[src/rtl/sr_flag_arbiter.sv]
// Round-robin arbiter that serialises set/reset requests from four
// requesters onto an 8-bit bank of SR flip-flops. Each operation runs
// IDLE -> GRANT (grant pulse) -> DRIVE (one strobe) -> IDLE (flag image update).
// All state advances on the falling edge of clk; clear is an asynchronous abort.
module sr_flag_arbiter (
  input  logic        clk,
  input  logic        clear,
  input  logic [3:0]  req,
  input  logic [3:0]  op,
  input  logic [11:0] idx,
  output logic [3:0]  gnt,
  output logic [7:0]  S,
  output logic [7:0]  R,
  output logic [7:0]  flags,
  output logic        busy
);

  typedef enum logic [1:0] {
    IDLE  = 2'd0,
    GRANT = 2'd1,
    DRIVE = 2'd2
  } state_t;

  state_t      state_q, state_d;
  logic [1:0]  ptr_q, ptr_d;
  logic [3:0]  gnt_q, gnt_d;
  logic [7:0]  s_q, s_d;
  logic [7:0]  r_q, r_d;
  logic [7:0]  flags_q, flags_d;
  logic        op_q, op_d;
  logic [2:0]  idx_q, idx_d;

  // Per-requester view of the packed index bus.
  logic [2:0]  idx_arr [4];

  genvar gi;
  generate
    for (gi = 0; gi < 4; gi++) begin : g_idx
      assign idx_arr[gi] = idx[3*gi +: 3];
    end
  endgenerate

  logic        found;
  logic [1:0]  win;

  // Round-robin search starting at ptr_q; first active requester wins.
  always_comb begin
    logic [1:0] cand;
    found = 1'b0;
    win   = ptr_q;
    cand  = ptr_q;
    for (int i = 0; i < 4; i++) begin
      cand = ptr_q + 2'(i);
      if (!found && req[cand]) begin
        found = 1'b1;
        win   = cand;
      end
    end
  end

  // Next-state and registered-output logic; strobes and grant default to zero
  // so every pulse is exactly one cycle wide.
  always_comb begin
    state_d = state_q;
    ptr_d   = ptr_q;
    gnt_d   = 4'b0000;
    s_d     = 8'h00;
    r_d     = 8'h00;
    flags_d = flags_q;
    op_d    = op_q;
    idx_d   = idx_q;
    case (state_q)
      IDLE: begin
        if (found) begin
          state_d = GRANT;
          gnt_d   = 4'b0001 << win;
          op_d    = op[win];
          idx_d   = idx_arr[win];
          ptr_d   = win + 2'd1;
        end
      end
      GRANT: begin
        state_d = DRIVE;
        if (op_q) begin
          s_d = 8'h01 << idx_q;
        end else begin
          r_d = 8'h01 << idx_q;
        end
      end
      DRIVE: begin
        state_d        = IDLE;
        flags_d[idx_q] = op_q;
      end
      default: begin
        state_d = IDLE;
      end
    endcase
  end

  // Falling-edge state register; clear aborts any operation in flight.
  always_ff @(negedge clk or posedge clear) begin
    if (clear) begin
      state_q <= IDLE;
      ptr_q   <= 2'd0;
      gnt_q   <= 4'b0000;
      s_q     <= 8'h00;
      r_q     <= 8'h00;
      flags_q <= 8'h00;
      op_q    <= 1'b0;
      idx_q   <= 3'd0;
    end else begin
      state_q <= state_d;
      ptr_q   <= ptr_d;
      gnt_q   <= gnt_d;
      s_q     <= s_d;
      r_q     <= r_d;
      flags_q <= flags_d;
      op_q    <= op_d;
      idx_q   <= idx_d;
    end
  end

  assign gnt   = gnt_q;
  assign S     = s_q;
  assign R     = r_q;
  assign flags = flags_q;
  assign busy  = (state_q != IDLE);

endmodule
[config.mk]
export PLATFORM = sky130hd
export DESIGN_NAME = sr_flag_arbiter
export DESIGN_NICKNAME = d
export VERILOG_FILES = /design/src/rtl/sr_flag_arbiter.sv
export SDC_FILE = /design/constraint.sdc
export NUM_CORES = 1
export LEC_CHECK = 0
export CELL_PAD_IN_SITES_DETAIL_PLACEMENT = 1
export CELL_PAD_IN_SITES_GLOBAL_PLACEMENT = 2
export CORE_UTILIZATION = 25
export DETAILED_ROUTE_END_ITERATION = 8
export PLACE_DENSITY = 0.8
export SETUP_SLACK_MARGIN = 0.15
export SLEW_MARGIN = 20
export SYNTH_ARGS = -nofsm -noshare
export SYNTH_HDL_FRONTEND = slang
export SYNTH_SLANG_ARGS = --single-unit
[constraint.sdc]
create_clock -name clk -period 2.16 [get_ports clk]
set_input_delay 0.432 -clock clk [delete_from_list [all_inputs] [get_ports clk]]
set_output_delay 0.432 -clock clk [all_outputs]
set_load 0.01 [all_outputs]
Word-level counts from Yosys, hierarchy flattened

Cells that the tools add are included.

Eq/ne operators: 3
Bitwise operators: 1
$add $sub $neg: 4
Reduce and logical (&&, ||, !) cells: 10
Magnitude comparators: 8
Multiplexer cells: 31
Shifts and indexed selects: 2

Operators by type and width:

| operator                                                    | count |
|---|---|
| two-way mux 8 bit                                           | 4 |
| less-than comparator 2 x 3 -> 1 bit (second input constant) | 5 |
| binary-select mux 1 bit (select 2 bit)                      | 5 |
| two-way mux 1 bit                                           | 10 |
| bitwise mux 8 bit                                           | 1 |
| two-way mux 2 bit                                           | 4 |
| two-way mux 4 bit                                           | 2 |
| << shifter 1 x 3 -> 8 bit (first input constant)            | 1 |
| binary-select mux 3 bit (select 2 bit)                      | 1 |
| two-way mux 3 bit                                           | 2 |
| adder 2 x 1 -> 2 bit (second input constant)                | 2 |
| adder 2 bit (second input constant)                         | 2 |
| logical AND 1 bit                                           | 4 |
| less-than comparator 3 x 4 -> 1 bit (second input constant) | 1 |
| case mux 2 bit (2 select lines)                             | 1 |
| << shifter 1 x 2 -> 4 bit (first input constant)            | 1 |
| demux 1 bit (select 3 bit)                                  | 1 |
| >= comparator 3 x 1 -> 1 bit (second input constant)        | 1 |
| >= comparator 3 bit (second input constant)                 | 1 |
| zero test 1 bit                                             | 3 |
| inverter 2 -> 3 bit                                         | 1 |
| == test 2 x 1 -> 1 bit (second input constant)              | 1 |
| == test 2 bit (second input constant)                       | 1 |
| zero test 2 bit                                             | 1 |
| other kinds (3)                                             | 3 |

Output and inout port bits: 29
Bits of input ports: 22
Word-level logic and storage cells: 67
Bits in registers: 36

Logic depth before layout (Yosys ltp)

Gate-level depths: netlist (run 1).

Depth in word-level cells: 16
Gate-level depth with buffers: 6
Gate-level depth less buffers: 6

==> flow_metrics.env, run 1 <==
export IMPL_fillers=682
export IMPL_power_static_leakage_nw=1.235
export IMPL_swShare_pct=35.07
export IMPL_grt_pass1_vias=1417
export IMPL_arrival_ns=2.01
export IMPL_grt_max_degree=24
export IMPL_dieArea_mm2=0.006520
export IMPL_antenna_found_initial=0
export IMPL_io_buffer_count=50
export IMPL_netlist_area_mm2=0.001550
export IMPL_clk_pin_slew_ns=0.05
export IMPL_crit_path_max_incr_delay_ns=0.56
export IMPL_ys_flop_type="dfrtn_1"
export IMPL_detail_route_wl_per_cell_um=13.61
export IMPL_clock_root_buffer="clkbuf_8"
export IMPL_crit_required_ns=1.21
export IMPL_place_hpwl_um=3088
export IMPL_num_antenna_cells=0
export IMPL_ios=51
export IMPL_fin_ws_ns=-0.8029
export IMPL_cp_top_family="simple AND/OR/NAND/NOR gates"
export IMPL_clock_sinks=36
export IMPL_total_power_w=0.003006
export IMPL_postSynthCellCount=139
export IMPL_r2r_slack_ns=0.12
export IMPL_via_per_inst=4.364
export IMPL_synthArstFlopShare_pct=100.0
export IMPL_hold_viol=0
export IMPL_cts_max_path_buffers=2
export IMPL_tns_ns=-10.41
export IMPL_layout_common_cells="dfrtn_1 (36), buf_2 (28), buf_4 (27), nor2_1 (24), clkdlybuf4s50_1 (17)"
export IMPL_rsz0062_at_grt="yes"
export IMPL_layout_commonest_cell="dfrtn_1"
export IMPL_die_y_um=80.75
export IMPL_internal_power_w=0.001952
export IMPL_area_delta_synth_final_pct=61.82
export IMPL_fp_dieW_um=80.75
export IMPL_seqPwrFrac_pct=34.9
export IMPL_tightest_slew_ns=0.3409
export IMPL_end_kind="flip-flop"
export IMPL_synth_seq_cells=36
export IMPL_power_density_mw_per_mm2=1198
export IMPL_min_path_type="flip-flop to flip-flop"
export IMPL_wirelength_um=4151
export IMPL_ant_nets=0
export IMPL_path_cells="buf_8, and3b_2, or4_4, nand2_8, mux2_4, a221o_1"
export IMPL_maxSlewHeadroom_pct=77.28
export IMPL_h_tree_depth=2
export IMPL_yosys_warnings=0
export IMPL_finish_utilization_pct=42.12
export IMPL_vias=1331
export IMPL_netSwitchingPower_w=0.001054
export IMPL_num_rows=28
export IMPL_grt_total_usage_pct=14.14
export IMPL_fin_worst_skew_ns=0.002188
export IMPL_dp_worst_setup_slack_ns=-1.553
export IMPL_nNetsFinal=252
export IMPL_drive_gt1_share_pct=45.65
export IMPL_synth_fp_nets=161
export IMPL_clockPowerShare_pct=14.6
export IMPL_synth_cell_types=33
export IMPL_ir_drop_v=0.0003634
export IMPL_crit_buf_inv=1
export IMPL_share_comb_of_total_power_pct=50.6
export IMPL_drv_cap=0
export IMPL_violations="negative setup slack"
export IMPL_critPathSlowestCell="or4_4"
export IMPL_critPathKind="input pin to flip-flop"
export IMPL_grt_pass1_wl_um=6837
export IMPL_crit_fanout=7
export IMPL_finalSetupViolations=40
export IMPL_cts_buffers=5
export IMPL_start_util_pct=26.03
export IMPL_insertion_delay_ns=0.29
export IMPL_initialDrtViolationCount=52
export IMPL_place_congestion=0.7485
export IMPL_cp_start_kind="input pin"
export IMPL_synth_edf_count=0
export IMPL_design_core_area_mm2=0.005956
export IMPL_drv_slew=0
export IMPL_status="finished with violations"
export IMPL_drc=0
export IMPL_cts_tree="built"
export IMPL_overflow=0
export IMPL_ys_seq_area_share_pct=58.11
export IMPL_avgSynthCellArea_um2=11.15
export IMPL_drt_pass1_iterations=4
[stage by stage]
step / instances / hold WS, ns / cell area [um2]
6_report: 305 / 0.4327 / 2509
5_1_grt: 305 / 0.4744 / 2509
4_1_cts: 300 / 0.4349 / 2466
3_5_place_dp: 281 / 0.4393 / 2352
3_3_place_gp: 281 / 0.4415 / 2352
2_1_floorplan: 139 / 0.4461 / 1587
[sequential cells by signal, summed over array words and instances (netlist names)]
register and cells:
op_q 1, ptr_q 2, S 8, R 8, state_q 2, idx_q 3, gnt 4, flags 8
[synthesized netlist by cell type (2+ instances only)]
master / number / area (um2)
mux2_2: 5 / 56.30
nor4_1: 4 / 25.02
mux2_1: 7 / 78.83
o21ai_1: 2 / 10.01
nand2b_1: 2 / 12.51
nand2_1: 4 / 15.01
nor2b_1: 5 / 31.28
clkbuf_1: 6 / 22.52
a21oi_1: 6 / 30.03
inv_1: 2 / 7.510
nand3b_1: 3 / 22.52
a221o_1: 4 / 40.04
nand3_1: 5 / 25.02
nor2_1: 26 / 97.59
dfrtn_1: 36 / 900.9
o21ai_0: 4 / 20.02
o21a_1: 2 / 15.01
[layer usage]
layer  wire [um]  vias to the layer above  global-route usage, %
li1            -                      664                      -
met5           0                        -                      0
met3         203                        7                  2.135
met4          90                        0                  6.786
met1        1839                      615                  17.94
met2        2017                       45                  23.56
[power groups by stage]
| stage | Combinational, W | Clock [W] | Sequential [W] |
|---|---|---|---|
| finish | 0.00152 | 0.000438 | 0.00105 |
| global route | 0.00167 | 0.000481 | 0.00108 |
| CTS | 0.00146 | 0.000454 | 0.00106 |
| detailed placement | 0.00135 | 0 | 0.00107 |
| global placement | 0.00131 | 0 | 0.00107 |
| floorplan | 0.000674 | 0 | 0.00104 |
[path summary, 6_finish.rpt]
kind / startpoint / end / depth (start not counted)
max: req[0] / idx_q[1]$_DFFE_NP0P_ / 6
min: flags[4]$_DFFE_NP0P_ / flags[4]$_DFFE_NP0P_ / 1
max reg2reg: ptr_q[1]$_DFFE_NP0P_ / idx_q[1]$_DFFE_NP0P_ / 5
min reg2reg: flags[4]$_DFFE_NP0P_ / flags[4]$_DFFE_NP0P_ / 1
max in group asynchronous: clear / flags[7]$_DFFE_NP0P_ / 3
min in group asynchronous: clear / flags[1]$_DFFE_NP0P_ / 3
[cell type report]
cell class / instances / area (um2) / area share, %
Sequential cell: 36 / 900.9 / 35.91
Timing Repair Buffer: 91 / 748.2 / 29.83
Multi-Input combinational cell: 93 / 673.1 / 26.83
Tap cell: 75 / 93.84 / 3.741
Clock buffer: 6 / 72.57 / 2.893
Inverter: 3 / 15.01 / 0.5985
Clock inverter: 1 / 5.005 / 0.1995
[timing repair]
item,CTS,global route
setup buffers,12,5
setup endpoints to repair,40,40
hold buffers,0,0
gates resized for setup,156,2
pin swaps,10,5
[cells by family after synthesis]
logic type / share of synthesized area, %
xor gates and xnor gates: 0.5651
muxes: 8.717
DFF: 58.11
buffers and inverters: 2.905
and+or+nand+nor: 19.21
AOI/OAI and AO/OA: 10.49
Note: power is estimated with default switching activity, not from simulation.
==> run 2, diff against run 1 <==
CTS_CLUSTER_DIAMETER = 150   (was not set)
==> results of run 2 <==
No change in the layout: final DEF, timing and power equal those of run 1.
